**config.mk**
```make
export PLATFORM = sky130hd
export DESIGN_NAME = led_port_arbiter_flat
export DESIGN_NICKNAME = d
export VERILOG_FILES = /design/src/rtl/led_port_arbiter_if.sv /design/src/rtl/led_port_arbiter.sv /design/src/flat_wrapper.sv
export SDC_FILE = /design/constraint.sdc
export NUM_CORES = 1
export LEC_CHECK = 0
export BUFFER_PORTS_ARGS = -buffer_cell sky130_fd_sc_hd__buf_4
export CORE_ASPECT_RATIO = 1.5
export CORE_UTILIZATION = 45
export DETAILED_ROUTE_END_ITERATION = 6
export GPL_ROUTABILITY_DRIVEN = 0
export HOLD_SLACK_MARGIN = 0.02
export PLACE_DENSITY = 0.79
export SLEW_MARGIN = 10
export SYNTH_ARGS = -nofsm -noshare
export SYNTH_HDL_FRONTEND = slang
export SYNTH_SLANG_ARGS = --single-unit
```
**constraint.sdc**
```tcl
create_clock -name clk -period 7.71 [get_ports clk]
set_input_delay 1.542 -clock clk [delete_from_list [all_inputs] [get_ports clk]]
set_output_delay 1.542 -clock clk [all_outputs]
set_load 0.005 [all_outputs]
```
**src/rtl/led_port_arbiter_if.sv**
```systemverilog
// Bundle between the LED-port arbiter, its requesters and the red-LED PIO s1 slave.
// master = the arbiter itself; slave = requesters plus the PIO.
interface led_port_arbiter_if #(
    parameter int NUM_REQ = 3,
    parameter int DATA_W  = 18
);
    logic [NUM_REQ-1:0]        req;
    logic [NUM_REQ*DATA_W-1:0] req_data;
    logic [NUM_REQ-1:0]        grant;
    logic                      busy;
    logic [2:0]                last_owner;
    logic                      pio_chipselect;
    logic                      pio_write_n;
    logic [1:0]                pio_address;
    logic [DATA_W-1:0]         pio_writedata;

    modport master (
        input  req, req_data,
        output grant, busy, last_owner,
        output pio_chipselect, pio_write_n, pio_address, pio_writedata
    );

    modport slave (
        output req, req_data,
        input  grant, busy, last_owner,
        input  pio_chipselect, pio_write_n, pio_address, pio_writedata
    );
endinterface

```
**src/rtl/led_port_arbiter.sv**
```systemverilog
// Round-robin arbiter that is the sole Avalon-MM writer of the red-LED PIO:
// one single-cycle write per grant, followed by a fixed idle gap.
module led_port_arbiter #(
    parameter int NUM_REQ    = 3,
    parameter int DATA_W     = 18,
    parameter int GAP_CYCLES = 4
) (
    input  logic                clk,
    input  logic                reset_n,
    led_port_arbiter_if.master  bus
);

    typedef enum logic [1:0] {IDLE, WRITE, GAP} state_e;

    localparam logic [7:0] GAP_LOAD = 8'((GAP_CYCLES > 0) ? GAP_CYCLES - 1 : 0);
    localparam logic [3:0] NREQ4    = 4'(NUM_REQ);

    state_e                           state_q, state_d;
    logic [7:0]                       cnt_q, cnt_d;
    logic [2:0]                       ptr_q, ptr_d;
    logic [2:0]                       owner_q, owner_d;
    logic [DATA_W-1:0]                wdata_q, wdata_d;
    logic [NUM_REQ-1:0]               grant_q, grant_d;
    logic                             cs_q, cs_d;
    logic                             wn_q, wn_d;
    logic                             busy_q, busy_d;

    logic [NUM_REQ-1:0][DATA_W-1:0]   data_arr;
    logic [NUM_REQ-1:0]               rot;
    logic                             found;
    logic [2:0]                       win;
    logic [3:0]                       sum;
    logic [DATA_W-1:0]                wsel;

    assign data_arr = bus.req_data;

    // Rotate req so bit 0 is the pointer's requester; the first set bit wins.
    always_comb begin
        rot   = NUM_REQ'({bus.req, bus.req} >> ptr_q);
        found = 1'b0;
        win   = ptr_q;
        sum   = 4'd0;
        for (int k = 0; k < NUM_REQ; k++) begin
            if (!found && rot[k]) begin
                found = 1'b1;
                sum   = {1'b0, ptr_q} + 4'(k);
                if (sum >= NREQ4) sum = sum - NREQ4;
                win   = sum[2:0];
            end
        end
        wsel = '0;
        for (int j = 0; j < NUM_REQ; j++) begin
            if (win == 3'(j)) wsel = data_arr[j];
        end
    end

    // State register
    always_ff @(posedge clk or negedge reset_n) begin
        if (!reset_n) begin
            state_q <= IDLE;
            cnt_q   <= '0;
        end else begin
            state_q <= state_d;
            cnt_q   <= cnt_d;
        end
    end

    // Next-state logic
    always_comb begin
        state_d = state_q;
        cnt_d   = cnt_q;
        case (state_q)
            IDLE: begin
                if (found) state_d = WRITE;
            end
            WRITE: begin
                state_d = (GAP_CYCLES > 0) ? GAP : IDLE;
                cnt_d   = GAP_LOAD;
            end
            GAP: begin
                if (cnt_q == 8'd0) state_d = IDLE;
                else               cnt_d   = cnt_q - 8'd1;
            end
            default: state_d = IDLE;
        endcase
    end

    // Output logic: next values of the registered outputs
    always_comb begin
        cs_d    = 1'b0;
        wn_d    = 1'b1;
        grant_d = '0;
        wdata_d = wdata_q;
        owner_d = owner_q;
        ptr_d   = ptr_q;
        busy_d  = (state_d != IDLE);
        if (state_q == IDLE && found) begin
            cs_d    = 1'b1;
            wn_d    = 1'b0;
            wdata_d = wsel;
            owner_d = win;
            ptr_d   = (win == 3'(NUM_REQ - 1)) ? 3'd0 : win + 3'd1;
            for (int j = 0; j < NUM_REQ; j++) begin
                grant_d[j] = (win == 3'(j));
            end
        end
    end

    always_ff @(posedge clk or negedge reset_n) begin
        if (!reset_n) begin
            cs_q    <= 1'b0;
            wn_q    <= 1'b1;
            grant_q <= '0;
            wdata_q <= '0;
            owner_q <= '0;
            ptr_q   <= '0;
            busy_q  <= 1'b0;
        end else begin
            cs_q    <= cs_d;
            wn_q    <= wn_d;
            grant_q <= grant_d;
            wdata_q <= wdata_d;
            owner_q <= owner_d;
            ptr_q   <= ptr_d;
            busy_q  <= busy_d;
        end
    end

    assign bus.pio_chipselect = cs_q;
    assign bus.pio_write_n    = wn_q;
    assign bus.pio_address    = 2'd0;
    assign bus.pio_writedata  = wdata_q;
    assign bus.grant          = grant_q;
    assign bus.busy           = busy_q;
    assign bus.last_owner     = owner_q;

endmodule

```
**src/flat_wrapper.sv**
```systemverilog
// flat-port wrapper written by rule: the top's interface ports become plain ports
module led_port_arbiter_flat 
#(
    parameter int NUM_REQ    = 3,
    parameter int DATA_W     = 18,
    parameter int GAP_CYCLES = 4
)
  (clk, reset_n, bus_req, bus_req_data, bus_grant, bus_busy, bus_last_owner, bus_pio_chipselect, bus_pio_write_n, bus_pio_address, bus_pio_writedata);
  led_port_arbiter_if #(.NUM_REQ(NUM_REQ), .DATA_W(DATA_W)) bus_i ();
  input  logic clk;
  input  logic reset_n;
  input wire logic [$bits(bus_i.req)-1:0] bus_req;
  input wire logic [$bits(bus_i.req_data)-1:0] bus_req_data;
  output wire logic [$bits(bus_i.grant)-1:0] bus_grant;
  output wire logic [$bits(bus_i.busy)-1:0] bus_busy;
  output wire logic [$bits(bus_i.last_owner)-1:0] bus_last_owner;
  output wire logic [$bits(bus_i.pio_chipselect)-1:0] bus_pio_chipselect;
  output wire logic [$bits(bus_i.pio_write_n)-1:0] bus_pio_write_n;
  output wire logic [$bits(bus_i.pio_address)-1:0] bus_pio_address;
  output wire logic [$bits(bus_i.pio_writedata)-1:0] bus_pio_writedata;
  assign bus_i.req = bus_req;
  assign bus_i.req_data = bus_req_data;
  assign bus_grant = bus_i.grant;
  assign bus_busy = bus_i.busy;
  assign bus_last_owner = bus_i.last_owner;
  assign bus_pio_chipselect = bus_i.pio_chipselect;
  assign bus_pio_write_n = bus_i.pio_write_n;
  assign bus_pio_address = bus_i.pio_address;
  assign bus_pio_writedata = bus_i.pio_writedata;
  led_port_arbiter #(.NUM_REQ(NUM_REQ), .DATA_W(DATA_W), .GAP_CYCLES(GAP_CYCLES)) u_core (.clk(clk), .reset_n(reset_n), .bus(bus_i));
endmodule
```
# Word level (Yosys, flattened, before mapping)

Index checks and enable logic that the tools add are counted.

Reduce and logical (&&, ||, !) cells: 11
Multipliers: 0
Div/mod/pow operators: 0
Bitwise gates (word level): 0
Shift-type cells: 1
Eq/ne operators: 5
$add $sub $neg: 7
Order comparisons: 3
Multiplexer cells: 21

Operators by type and width:

| operator            | number |
|---|---|
| $mux 18             | 3 |
| $mux 3              | 8 |
| $pmux 8 s2          | 1 |
| $sub 3x2->3 const B | 3 |
| $ge 4x2->1 const B  | 2 |
| $logic_not 8->1     | 1 |
| $mux 8              | 1 |
| $sub 8x1->8 const B | 1 |
| $pmux 2 s3          | 1 |
| $shr 6x3->3         | 1 |
| $mux 1              | 5 |
| $add 3x1->4 const B | 1 |
| $add 3x2->4 const B | 1 |
| $mux 2              | 2 |
| $reduce_bool 2->1   | 2 |
| $add 3x1->3 const B | 1 |
| $eq 3x1->1 const B  | 1 |
| $eq 3x2->1 const B  | 1 |
| $ge 3x2->1 const B  | 1 |
| $logic_and 1x1->1   | 3 |
| $logic_not 3->1     | 1 |
| $eq 2x1->1 const B  | 1 |
| $eq 2x2->1 const B  | 1 |
| $logic_not 1->1     | 2 |
| 3 further kinds     | 3 |

Bits in read-only memories: 0
Bits in registers: 40
Latch bits: 0
Logic and storage cells: 57
Memories: 0
Input port bits: 59
RAM bits: 0

# Depth between registers and ports, before layout

Gate-level depths: netlist (run 1).

Depth in word-level cells: 12
Gate-level depth with buffers: 11
Mapped depth without buffers: 9

# Least setup slack after synthesis (run 1)

OpenSTA, ideal clock, no wires.

Kind: input to register
Start point: in bus_req[0]
End point: reg u_core.wdata_q[10], in the netlist u_core.bus.pio_writedata[10]
Cell stages on the path: 9
Slack: 4.187 ns
Data required time: 7.579 ns
Path buffers: 2
Arrival: 3.392 ns
Setup time: 0.131 ns
Cell sequence: clkbuf_1 -> mux2_2 -> a32oi_2 -> a21oi_2 -> a211oi_4 -> xor2_4 -> buf_8 -> mux2i_1 -> o221ai_2

Word-level cells in the longest chain between the ends: 12
Elaborated cells on any way between the ends: 18
Classes of those cells: eq/ne: 2; shift: 1; mux: 9; reduce/logical: 6

RTL lines:

| item                 | line                    | RTL |
|---|---|---|
| from (decl)          | flat_wrapper.sv:12      | `input wire logic [$bits(bus_i.req)-1:0] bus_req;` |
| $shr 6x3->3 *        | led_port_arbiter.sv:39  | `rot = NUM_REQ'({bus.req, bus.req} >> ptr_q);` |
| $mux 1               | led_port_arbiter.sv:44  | `if (!found && rot[k]) begin` |
| $logic_not 1->1      | led_port_arbiter.sv:44  |  |
| $logic_and 1x1->1    | led_port_arbiter.sv:44  |  |
| $mux 1               | led_port_arbiter.sv:44  |  |
| $logic_not 1->1      | led_port_arbiter.sv:44  |  |
| $logic_and 1x1->1    | led_port_arbiter.sv:44  |  |
| $mux 3               | led_port_arbiter.sv:44  |  |
| $logic_not 3->1      | led_port_arbiter.sv:53  | `if (win == 3'(j)) wsel = data_arr[j];` |
| $mux 18 (3 in a row) | led_port_arbiter.sv:53  |  |
| to (signal assigned) | led_port_arbiter.sv:122 | `wdata_q <= wdata_d;` |
| to (decl)            | led_port_arbiter.sv:22  | `logic [DATA_W-1:0] wdata_q, wdata_d;` |

Mark *: on every way between the ends. The rest lies on a longest branch, timed or not.
A chain may end at the register's enable or synchronous reset.

# Worst setup path in the final report (run 1)

Start point: in bus_req[2]
End point: reg u_core.wdata_q[1], in the netlist u_core.bus.pio_writedata[1]

Same word-level chain as after synthesis.

==> run_results.csv, run 1 <==
group,metric,value,unit
floorplan,fp-row-count,32,
cells_and_area,regArea,1002,sq um
synth,ys.flop_type,"dfrtp_1",
clocking,post_cts_buffers,0,
sta,rsz0062_at_grt,"no",
routing,vias_per_cell,5.415,
synth,synth_compound_area_frac,0.1874,
clocking,clkLatencyLatePin,0.29,ns
pwr,power,1.356,mW
routing,wl_per_cell,13.96,um
setup_path,critPathKind,"input pin to flip-flop",
sta,timing.slew.headroom,0.4904,
routing,postRouteAntennaNets,0,
clocking,postCtsHoldBufs,0,
floorplan,ios,88,
cells_and_area,final_cell_mix,"buf_4 (87), nand2_1 (44), dfrtp_1 (39)",
clocking,cts_max_level,2,
synth,synth_seq_cells,40,
cells_and_area,layout_commonest_cell,"buf_4",
grt,use_met3,0.04680,
grt,gr-total-overflow,0,
routing,routed_wirelength,5514,um
sta,hold_viol_final,0,
setup_path,worstSetupEndpointType,"flip-flop",
synth,synth_mux_area_frac,0.07790,
clocking,numClockSinks,40,
synth,ys_async_sr_fraction,1.000,
floorplan,core-area,5205,sq um
sta,min_period,3.664,ns
pwr,vdd_drop_max,237.2,uV
clocking,post_cts_resized,0,
cells_and_area,multi_input_area,1300,sq um
sta,worstMarginPinSlew,0.7625,ns
sta,fin_crit_sh,0.4752,
synth,synth_top_family_by_area,"compound AO/OA/AOI/OAI gates",
grt,track_usage,0.2048,
worst_hold_path,hold_path.class,"flip-flop to flip-flop",
placed_design,dp_hpwl,4000,um
cells_and_area,fillers,479,
synth,synth_xor_area_frac,0.04328,
cells_and_area,drive_gt1_frac,0.3333,
setup_path,crit_arrival,3.80,ns
grt,grt_pass1_wl,9384,um
pwr,power.density,428.3,nW/um^2
clocking,cts_tree,"done",
outcome,outcome,"finished clean",
grt,grt_pass1_vias,2090,
sta,finClkSkew,0.003018,ns
floorplan,die_h,92.51,um
floorplan,die_area,5766,sq um
synth,synth_area_per_cell,9.829,sq um
synth,synth_fa_ha_area_frac,0.04073,
synth,ys_types,51,
clocking,clockBufferDepth,2,
clocking,cts_buffers,5,
synth,synth_area,2457,sq um
routing,vias,2139,
sta,max_clock_freq,0.2729,GHz
setup_path,worstPathMaxFanout,19,
routing,dr.pass1.iters,4,
sta,slew_violations,0,
routing,dr.first_iter.drc_count,111,
synth,synthCells,250,
setup_path,cp.required,7.84,ns
grt,grt_use_met1,0.2294,
floorplan,fp.dieW,62.34,um
clocking,clk_pin_slew,0.08,ns
synth,yosysSeqAreaShare,0.4078,
clocking,clock-root-buffer,"clkbuf_8",
cells_and_area,finalNetCount,393,
pwr,p_leak,1.568,nW
grt,met2_usage,0.3745,
routing,drc,0,
cells_and_area,final_util,0.6084,
synth,synth-simple-area-share,0.1752,
setup_path,worstSetupStartpointType,"input pin",
sta,fin_tns_setup,0,ns
grt,busiest_layer,"met2",
synth,synth_warnings,0,
placed_design,io_buffers,85,
synth,synth_edf_count,0,
cells_and_area,syn_to_final_growth,28.87,%
grt,grt_antenna_before_repair,0,
cells_and_area,num_antenna_cells,0,
sta,finalSetupViolations,0,
grt,grt_max_degree,46,
run,max_cap_violations,0,
floorplan,start_util,0.4721,
cell families after synthesis:
group	after synthesis
buffers and inverters	28
xor gates and xnor gates	10
and+or+nand+nor	89
DFF	40
muxes	19
other	1
adders and majority gates	8
AOI/OAI and AO/OA	55
worst max-delay path, stage by stage:
cell	delay, ns
buf_4	0.15
mux2_2	0.29
a32oi_2	0.21
a21oi_1	0.10
o32ai_1	0.48
nor2_1	0.17
nand2_1	0.61
o221ai_1	0.25
power breakdown:
| group | internal, mW | leakage, nW | switching, mW |
|---|---|---|---|
| combinational | 0.371 | 1.00 | 0.467 |
| clock | 0.0714 | 0.0510 | 0.0733 |
| sequential | 0.292 | 0.516 | 0.0818 |
synthesized netlist by cell type, drive strengths merged (5+ instances only):
cell	instances	area [sq um]
buf	14	110.1
mux2i	18	180.2
nand2	44	165.2
xnor2	5	43.79
ha	8	100.1
nor2	15	56.30
o221ai	18	188.9
inv	9	33.78
a21oi	8	43.79
xor2	5	62.56
o21ai	10	50.05
clkbuf	5	18.77
dfrtp	39	975.9
per-layer routing:
| layer | routed length [um] | vias up |
|---|---|---|
| met4 | 88 | 0 |
| li1 | - | 1045 |
| met3 | 309 | 7 |
| met5 | 0 | - |
| met2 | 2882 | 68 |
| met1 | 2233 | 1019 |
flip-flops by register name (all words and copies together) (netlist names):
name                       cells
u_core.bus.pio_writedata      18
u_core.bus.busy                1
u_core.bus.pio_chipselect      1
u_core.bus.grant               3
u_core.bus.pio_write_n         1
u_core.state_q                 2
u_core.cnt_q                   8
u_core.bus.last_owner          3
u_core.ptr_q                   3
layout make-up:
class	count	area share
clock buffers	6	0.02608
clock inverters	2	0.003161
inverters	9	0.01067
multi-input cells	183	0.4105
flip-flops and latches	40	0.3165
well taps	68	0.02687
repair buffers	87	0.2062
through the flow:
step                      hold WS, ns  cells  instance area [sq um]  setup WS, ns
final                          0.4932    395                   3167         4.046
after global routing           0.5138    395                   3167         3.769
after CTS                      0.4953    395                   3167         4.040
after floorplan                0.4733    251                   2461         4.187
after detailed placement       0.4744    387                   3074         3.711
after global placement         0.4718    387                   3074         3.871
path summary, 6_finish.rpt:
kind	cells after the start	start	slack [ns]	end
max in group asynchronous	1	reset_n	6.14	u_core.bus.pio_write_n
min	2	u_core.bus.last_owner[0]	0.49	u_core.bus.last_owner[0]
max reg2reg	7	u_core.ptr_q[0]	4.50	u_core.bus.pio_writedata[1]
min reg2reg	2	u_core.bus.last_owner[0]	0.49	u_core.bus.last_owner[0]
max	8	bus_req[2]	4.05	u_core.bus.pio_writedata[1]
min in group asynchronous	1	reset_n	1.20	u_core.bus.pio_writedata[5]
Note: power is estimated with default switching activity, not from simulation.
==> run 2, diff against run 1 <==
--- a/config.mk
+++ b/config.mk
@@ -11,7 +11,7 @@
 export DETAILED_ROUTE_END_ITERATION = 6
 export GPL_ROUTABILITY_DRIVEN = 0
 export HOLD_SLACK_MARGIN = 0.02
-export PLACE_DENSITY = 0.79
+export PLACE_DENSITY = 0.82
 export SLEW_MARGIN = 10
 export SYNTH_ARGS = -nofsm -noshare
 export SYNTH_HDL_FRONTEND = slang
==> constraint.sdc (replaced) <==
create_clock -name clk -period 3.06 [get_ports clk]
set_input_delay 0.612 -clock clk [delete_from_list [all_inputs] [get_ports clk]]
set_output_delay 0.612 -clock clk [all_outputs]
set_load 0.005 [all_outputs]
==> run 2 against run 1 <==
  * Flip-flop and latch count stayed put
  * Final cell count is 1.5% higher
  * Sequential power grew 130%
  * Critical path type is now flip-flop to flip-flop
==> run_results.csv, run 2 (synthesis gave the netlist of run 1 again) <==
group,metric,value,unit
outcome,outcome,"finished clean",
sta,hold_viol_final,0,
sta,fin_crit_sh,0.9131,
run,max_cap_violations,0,
grt,grt_antenna_before_repair,0,
placed_design,dp_hpwl,4306,um
routing,wl_per_cell,14.27,um
floorplan,start_util,0.4721,
cells_and_area,largest_register_ffs,18,
sta,finClkSkew,0.006802,ns
clocking,cts_max_level,2,
cells_and_area,fillers,453,
pwr,power,3.610,mW
clocking,post_cts_resized,0,
setup_path,r2r_start,"u_core.ptr_q[0]",
routing,vias_per_cell,5.327,
clocking,clkLatencyLatePin,0.29,ns
routing,drc,0,
clocking,postCtsHoldBufs,0,
pwr,vdd_drop_max,604.7,uV
clocking,cts_tree,"done",
clocking,clk_pin_slew,0.08,ns
sta,finalSetupViolations,0,
floorplan,ios,88,
floorplan,fp-row-count,32,
sta,timing.slew.headroom,0.6114,
setup_path,r2r_slack,0.27,ns
clocking,numClockSinks,40,
cells_and_area,num_antenna_cells,0,
grt,gr-total-overflow,0,
setup_path,r2r_cells,9,
routing,routed_wirelength,5724,um
pwr,power.density,1115,nW/um^2
cells_and_area,final_cell_mix,"buf_4 (92), nand2_1 (44), dfrtp_1 (39)",
setup_path,critPathKind,"flip-flop to flip-flop",
sta,worstMarginPinSlew,0.5811,ns
sta,rsz0062_at_grt,"no",
setup_path,worstSetupStartpointType,"flip-flop",
clocking,cts_buffers,5,
floorplan,fp.dieW,62.34,um
pwr,p_leak,1.605,nW
grt,grt_pass1_wl,9625,um
setup_path,worstSetupEndpointType,"flip-flop",
clocking,post_cts_buffers,0,
routing,vias,2136,
sta,min_period,2.794,ns
routing,dr.first_iter.drc_count,75,
placed_design,io_buffers,85,
setup_path,cp.required,3.23,ns
worst_hold_path,hold_path.class,"input pin to asynchronous set/reset pin",
setup_path,crit_arrival,2.96,ns
cells_and_area,final_cell_count_no_fill,401,
floorplan,die_h,92.51,um
cells_and_area,drive_gt1_frac,0.3423,
routing,postRouteAntennaNets,0,
floorplan,core-area,5205,sq um
sta,max_clock_freq,0.3579,GHz
routing,dr.pass1.iters,4,
clocking,clock-root-buffer,"clkbuf_8",
grt,grt_max_degree,46,
sta,fin_tns_setup,0,ns
grt,track_usage,0.2112,
floorplan,die_area,5766,sq um
cells_and_area,syn_to_final_growth,31.82,%
clocking,clockBufferDepth,2,
cells_and_area,finalNetCount,399,
placed_design,dp.cells,393,
setup_path,worstPathMaxFanout,45,
setup_path,timing.rr.end,"u_core.bus.pio_writedata[7]",
sta,slew_violations,0,
grt,grt_pass1_vias,2183,
cells_and_area,layout_commonest_cell,"buf_4",
[run 2: cell count changes in the layout (fill, tap and decap cells not counted), sizes merged]
cell / delta
bufinv: +1
buf: +6
clkinv: -1
[run 2: cell type report]
| class | count | area, sq um | share of cell area |
|---|---|---|---|
| multi-input cells | 183 | 1300 | 0.4013 |
| flip-flops and latches | 40 | 1002 | 0.3094 |
| repair buffers | 93 | 710.7 | 0.2194 |
| well taps | 68 | 85.08 | 0.02626 |
| clock buffers | 6 | 72.57 | 0.02240 |
| clock inverters | 2 | 35.03 | 0.01081 |
| inverters | 9 | 33.78 | 0.01043 |
[run 2: layer usage]
metal  global-route usage  vias up  part of all wire  routed length, um
li1                     -     1055                 -                  -
met5                    0        -                 0                  0
met3              0.04064        9             0.052                297
met1               0.2326      999              0.39               2243
met2               0.3919       73              0.54               3077
met4              0.08721        0             0.019                106
[run 2: critical path: stages (launching register included)]
cell	delay (ns)
dfrtp_1	0.56
ha_1	0.30
ha_1	0.19
a211oi_1	0.30
a21oi_2	0.12
a211oi_4	0.33
xor2_4	0.19
buf_12	0.25
mux2i_1	0.28
o221ai_1	0.13
[run 2: how the worst max path moves through the flow]
stage	depth (start not counted)	slack, ns	startpoint	to
2_1_floorplan	9	0.47	bus_req[0]	u_core.bus.pio_writedata[10]
3_3_place_gp	9	0.33	u_core.ptr_q[0]	u_core.bus.pio_writedata[7]
3_5_place_dp	9	0.25	u_core.ptr_q[0]	u_core.bus.pio_writedata[7]
4_1_cts	9	0.24	u_core.ptr_q[0]	u_core.bus.pio_writedata[7]
5_1_grt	9	0.04	u_core.ptr_q[0]	u_core.bus.pio_writedata[9]
6_report	9	0.27	u_core.ptr_q[0]	u_core.bus.pio_writedata[7]
[run 2: power by group]
| group | switching, mW | total [mW] | internal, mW |
|---|---|---|---|
| Clock | 0.182 | 0.424 | 0.242 |
| Combinational | 1.27 | 2.31 | 1.04 |
| Sequential | 0.141 | 0.877 | 0.736 |
| Total | 1.60 | 3.61 | 2.01 |
[run 2: through the flow]
stage / worst slack (ns) / instance area (sq um) / util / hold slack [ns]
3_3_place_gp: 0.3341 / 3132 / 0.6017 / 0.4685
2_1_floorplan: 0.4673 / 2461 / - / 0.3164
4_1_cts: 0.2409 / 3239 / 0.6224 / 0.2944
3_5_place_dp: 0.2463 / 3132 / 0.6017 / 0.4784
6_report: 0.2659 / 3239 / 0.6224 / 0.2775
5_1_grt: 0.03644 / 3239 / 0.6224 / 0.3165
